File: src/rtl/ex_muldiv_unit.sv
// ex_muldiv_unit
//   Iterative unsigned multiply/divide unit for the Execute stage. It handles
//   MUL, MULHU, DIVU and REMU with a radix-2 shift-add multiplier or a
//   restoring divider, and retires one bit per cycle. While an operation is
//   in flight it requests a pipeline stall.
//
// Ports
//   clk      in   clock, rising edge
//   reset    in   asynchronous, active-high; returns the unit to IDLE
//   startE   in   E-stage instruction is a mul/div op
//   opE      in   operation select (OP_* encodings)
//   srcAE    in   operand A (multiplicand / dividend)
//   srcBE    in   operand B (multiplier / divisor)
//   flushE   in   synchronous abort of the E stage (wins over startE)
//   stallE   out  stall request to the hazard unit (combinational)
//   doneE    out  one-cycle pulse, resultE valid (registered)
//   resultE  out  operation result (registered, held until next capture)
//
// Handshake: startE acts as a level request. It is accepted in IDLE when
// flushE is low. stallE stays high until the DONE cycle, and doneE marks that
// cycle. In DONE, startE is ignored because the finishing instruction is
// still sitting in ID/EX.
module ex_muldiv_unit #(
  parameter int XLEN = 32
) (
  input  logic            clk,
  input  logic            reset,
  input  logic            startE,
  input  logic [1:0]      opE,
  input  logic [XLEN-1:0] srcAE,
  input  logic [XLEN-1:0] srcBE,
  input  logic            flushE,
  output logic            stallE,
  output logic            doneE,
  output logic [XLEN-1:0] resultE
);

  localparam int CW = $clog2(XLEN);

  localparam logic [1:0] OP_MUL   = 2'b00;
  localparam logic [1:0] OP_MULHU = 2'b01;
  localparam logic [1:0] OP_DIVU  = 2'b10;
  localparam logic [1:0] OP_REMU  = 2'b11;

  typedef enum logic [1:0] {
    IDLE = 2'b00,
    BUSY = 2'b01,
    DONE = 2'b10
  } state_t;

  state_t state, stateNext;

  logic [CW-1:0]     counter;
  logic [1:0]        opReg;

  // Multiplier datapath: the multiplicand shifts left and the multiplier
  // shifts right, so bit 0 of mplier is always the current multiplier bit.
  logic [2*XLEN-1:0] mcand;
  logic [2*XLEN-1:0] prod;
  logic [XLEN-1:0]   mplier;

  // Divider datapath: quot starts as the dividend. Its MSBs shift out into
  // the remainder while the quotient bits shift in at the bottom.
  logic [XLEN-1:0]   divisor;
  logic [XLEN-1:0]   quot;
  logic [XLEN-1:0]   rem;

  logic [2*XLEN-1:0] prodNext;
  logic [XLEN:0]     remShift;
  logic [XLEN:0]     trialDiff;
  logic [XLEN-1:0]   remNext;
  logic [XLEN-1:0]   quotNext;
  logic [XLEN-1:0]   finalResult;
  logic              divZero;
  logic              lastIter;
  logic              accept;

  assign accept   = startE && !flushE;
  assign divZero  = opE[1] && (srcBE == '0);
  assign lastIter = (counter == CW'(XLEN - 1));

  // One iteration of each algorithm. The result is taken from these "next"
  // values on the last iteration, so resultE is already valid in DONE.
  always_comb begin
    prodNext  = mplier[0] ? (prod + mcand) : prod;
    remShift  = {rem, quot[XLEN-1]};
    trialDiff = remShift - {1'b0, divisor};
    if (!trialDiff[XLEN]) begin
      remNext  = trialDiff[XLEN-1:0];
      quotNext = {quot[XLEN-2:0], 1'b1};
    end else begin
      remNext  = remShift[XLEN-1:0];
      quotNext = {quot[XLEN-2:0], 1'b0};
    end
  end

  always_comb begin
    finalResult = '0;
    case (opReg)
      OP_MUL:   finalResult = prodNext[XLEN-1:0];
      OP_MULHU: finalResult = prodNext[2*XLEN-1:XLEN];
      OP_DIVU:  finalResult = quotNext;
      OP_REMU:  finalResult = remNext;
      default:  finalResult = '0;
    endcase
  end

  // Next-state logic
  always_comb begin
    stateNext = state;
    case (state)
      IDLE: if (accept) stateNext = divZero ? DONE : BUSY;
      BUSY: if (lastIter) stateNext = DONE;
      DONE: stateNext = IDLE;
      default: stateNext = IDLE;
    endcase
    if (flushE) stateNext = IDLE;
  end

  assign stallE = ((state == IDLE) && accept) || (state == BUSY);

  always_ff @(posedge clk or posedge reset) begin
    if (reset) begin
      state   <= IDLE;
      counter <= '0;
      opReg   <= OP_MUL;
      mcand   <= '0;
      prod    <= '0;
      mplier  <= '0;
      divisor <= '0;
      quot    <= '0;
      rem     <= '0;
      doneE   <= 1'b0;
      resultE <= '0;
    end else begin
      state <= stateNext;
      doneE <= (stateNext == DONE);
      case (state)
        IDLE: begin
          if (accept) begin
            opReg   <= opE;
            mcand   <= {{XLEN{1'b0}}, srcAE};
            mplier  <= srcBE;
            prod    <= '0;
            divisor <= srcBE;
            quot    <= srcAE;
            rem     <= '0;
            counter <= '0;
            // Division by zero: quotient is all ones, remainder is the dividend.
            if (divZero) resultE <= opE[0] ? srcAE : '1;
          end
        end
        BUSY: begin
          if (!flushE) begin
            counter <= counter + 1'b1;
            mcand   <= mcand << 1;
            mplier  <= mplier >> 1;
            prod    <= prodNext;
            rem     <= remNext;
            quot    <= quotNext;
            if (lastIter) resultE <= finalResult;
          end
        end
        default: ;
      endcase
    end
  end

endmodule

File: config.mk
export PLATFORM = sky130hd
export DESIGN_NAME = ex_muldiv_unit
export DESIGN_NICKNAME = d
export VERILOG_FILES = /design/src/rtl/ex_muldiv_unit.sv
export SDC_FILE = /design/constraint.sdc
export NUM_CORES = 1
export LEC_CHECK = 0
export ABC_AREA = 1
export BUFFER_PORTS_ARGS = -buffer_cell sky130_fd_sc_hd__buf_2
export CELL_PAD_IN_SITES_DETAIL_PLACEMENT = 1
export CELL_PAD_IN_SITES_GLOBAL_PLACEMENT = 1
export CORE_MARGIN = 2
export CORE_UTILIZATION = 34
export DETAILED_ROUTE_END_ITERATION = 8
export GPL_TIMING_DRIVEN = 1
export MAX_ROUTING_LAYER = met4
export PLACE_DENSITY = 0.64
export SETUP_SLACK_MARGIN = 0.05
export SLEW_MARGIN = 20
export SYNTH_ARGS = -nofsm -noshare
export SYNTH_HDL_FRONTEND = slang
export SYNTH_SLANG_ARGS = --single-unit
File: constraint.sdc
create_clock -name clk -period 11 [get_ports clk]
set_clock_uncertainty 0.2 [all_clocks]
set_input_delay 1.1 -clock clk [delete_from_list [all_inputs] [get_ports clk]]
set_output_delay 1.1 -clock clk [all_outputs]
set_load 0.05 [all_outputs]
==> flow_summary.ini <==
[clocking]
cts_sinks = 298
clkLatencyLatePin_ns = 0.57
cts_resized = 0
cts_made_buffers = 37
ctsRootBufferMaster = clkbuf_16
cts.clk_slew.worst_paths_ns = 0.06
cts_hold_buffers = 0
clk_path_buf_depth = 3
cts_max_level = 2
cts_tree = done
cts_setup_buffers = 0

[timing]
setup_viol_count_final = 0
setup_tns_ns = 0
period_needed_ns = 3.51
fin_crit_sh = 0.319
hold_viol_final = 0
fmax_mhz = 285
tightest_slew_ns = 1.09
finalMaxSlewViolations = 0
slew_headroom = 0.272
rsz0062_at_grt = no

[placement]
gp_congestion = 0.901
hpwl_um = 72800
io_buffers = 103

[global_route]
grt_first_pass_wirelength_um = 143000
grt_max_degree = 132
grt_overflow = 0
grt_pass1_vias = 22970
grt.total_usage = 0.274
antenna_found_initial = 2

[synth]
synth_mux_area_frac = 0.000437
synth_edf_count = 0
synth_area_leaders = dfrtp_1, nand2_1, inv_1
async_reset_ff_frac = 1.00
synth_ff_type = dfrtp_1
synth_compound_area_frac = 0.137
syn_nets = 3768
synth_top_family_by_area = simple AND/OR/NAND/NOR gates
yosysTopAreaCell = dfrtp_1
ys_seq_area_frac = 0.326
synth_cell_types = 46
yosys_register_bits = 298
synthSimpleGateAreaFrac = 0.329
syn_avg_cell_area_um2 = 6.36
synth_adder_area_share = 0.0548
synth_cells = 3599
yosys_warnings = 0
synth_most_common_cell = nand2_1
syn_area_mm2 = 0.0229
ys_top_cells_by_count = nand2_1, inv_1, dfrtp_1, nand3_1, o21ai_0
synth-xor-area-share = 0.0157
synth_top_area_share = 0.326

[job]
maxCapViolations = 0

[setup_path]
crit_path_end_kind = flop
cpMostUsedCell = nand2_4
cp_max_fo = 34
crit_required_ns = 11.25
crit_path_start_kind = flop
crit_type = flop to flop
rr_worst_depth = 19
slowest_delay_ns = 0.47
arrival_ns = 3.76
crit_slowest_cell = nand2_4
path_cells = inv_1, ha_1, fa_1, inv_1, nand2_1, nand2_1, nand3_1, nand2_2, nand2_2, nand2_4, nand2_4, nand2_4, nand2_4, nand2_4, nand2_1, nand3_1, nand3_1, nand2_1, a21oi_1

[power]
p_leak_uw = 0.0139
p_per_area_mw_per_mm2 = 221
clockPowerShare = 0.226
p_comb_frac = 0.510
power_frac_seq = 0.264
sw_frac_of_total = 0.481
irDropWorstVdd_mv = 0.151
p_sw_uw = 2710
p_int_uw = 2920

[detailed_routing]
dr.pass1.iters = 5
viasPerCell = 5.03
route.detailed.drc = 0
ant_nets = 0
routed_wl_um = 92300
via_count = 22824
first_iter_violations = 1554
wl_per_cell_um = 20.3

[min_path]
hp-class = flop to flop
min_path_cells = 1

[die]
io_pins = 104
core-area_mm2 = 0.0669
fp.dieH_um = 263
dieWidth_um = 263
rows = 95
dieArea_mm2 = 0.0694
start_util = 0.342

[run_status]
outcome = complete, no violations

[final_layout]
layout.nets = 3812
finish.utilization = 0.380
drive_gt1_frac = 0.0693
area_growth_pct = 11.0
fillers = 8855
==> final timing paths <==
check                           startpoint         end  slack, ns
worst max-delay path              quot[31]  resultE[7]       7.49
worst min-delay path            counter[3]  counter[3]       0.27
worst max register to register    quot[31]  resultE[7]       7.49
worst min register to register  counter[3]  counter[3]       0.27
max in group asynchronous            reset   mplier[0]       7.72
min in group asynchronous            reset     rem[16]       0.44
==> flip-flops by register name (all words and copies together) (netlist names), 2 cells and up <==
| name | flops |
|---|---|
| counter | 5 |
| divisor | 32 |
| mcand | 64 |
| mplier | 32 |
| opReg | 2 |
| prod | 64 |
| quot | 32 |
| rem | 32 |
| resultE | 32 |
| state | 2 |
==> layout make-up <==
| class | count | area [um2] | share of cell area |
|---|---|---|---|
| inverters | 706 | 2660 | 0.105 |
| repair buffers | 122 | 658 | 0.0259 |
| well taps | 873 | 1090 | 0.0430 |
| multi-input cells | 2478 | 12300 | 0.485 |
| clock inverters | 13 | 203 | 0.00798 |
| clock buffers | 48 | 1010 | 0.0396 |
| flip-flops and latches | 298 | 7460 | 0.294 |
| diodes | 2 | 5.00 | 0.000197 |
==> cell usage in the layout (no fill, tap or decap), drive strengths merged, types with 11 or more instances in the layout <==
cell type     n
o21a         32
xor2         19
xnor2        22
ha           97
nand4        21
clkbuf       48
inv         706
nor3         23
o21ai       252
a21oi       117
nand3b       15
buf         122
o221ai       33
o22ai        38
nand2      1240
o211ai       36
nor2        208
nand3       265
dfrtp       298
nor4         11
==> through the flow <==
stage | total power (uW) | setup WS [ns] | instances | instance area, um2 | hold slack (ns)
after global routing | 6060 | 7.20 | 4538 | 25400 | 0.300
after floorplan | 3460 | 1.47 | 3599 | 22900 | 0.233
after global placement | 4320 | 6.97 | 4477 | 24200 | 0.258
after CTS | 5650 | 7.46 | 4538 | 25400 | 0.270
final | 5620 | 7.49 | 4540 | 25400 | 0.269
after detailed placement | 4350 | 6.99 | 4477 | 24200 | 0.262
==> power groups by stage <==
stage | Sequential [uW] | Clock [uW] | Combinational [uW]
6_report | 1480 | 1270 | 2870
5_1_grt | 1510 | 1330 | 3220
4_1_cts | 1480 | 1290 | 2870
3_5_place_dp | 1500 | 0 | 2850
3_3_place_gp | 1490 | 0 | 2830
2_1_floorplan | 1420 | 0 | 2040
==> critical path: cells and delay by family (launching register included) <==
kind | cells | cell delay [ns]
AO/OA/AOI/OAI | 1 | 0.07
AND/OR/NAND/NOR | 14 | 1.91
flip-flops | 1 | 0.39
adder cells (fa/ha/maj) | 2 | 0.64
buffers and inverters | 2 | 0.16
==> cell families (layout without fill, tap and decap cells) <==
family | count (synthesis) | in the layout
AND/OR/NAND/NOR | 1803 | 1803
buffers and inverters | 823 | 889
AO/OA/AOI/OAI | 534 | 534
flip-flops | 298 | 298
adder cells (fa/ha/maj) | 99 | 99
XOR/XNOR | 41 | 41
multiplexers | 1 | 1
other | 0 | 2
==> layer usage <==
metal	track usage	wire length (um)	vias up
met5	-	0	-
met4	0.0550	1780	0
met3	0.0225	3120	79
met2	0.422	40800	385
met1	0.394	46500	11002
li1	-	-	11358
(Power assumes the default switching activity.)
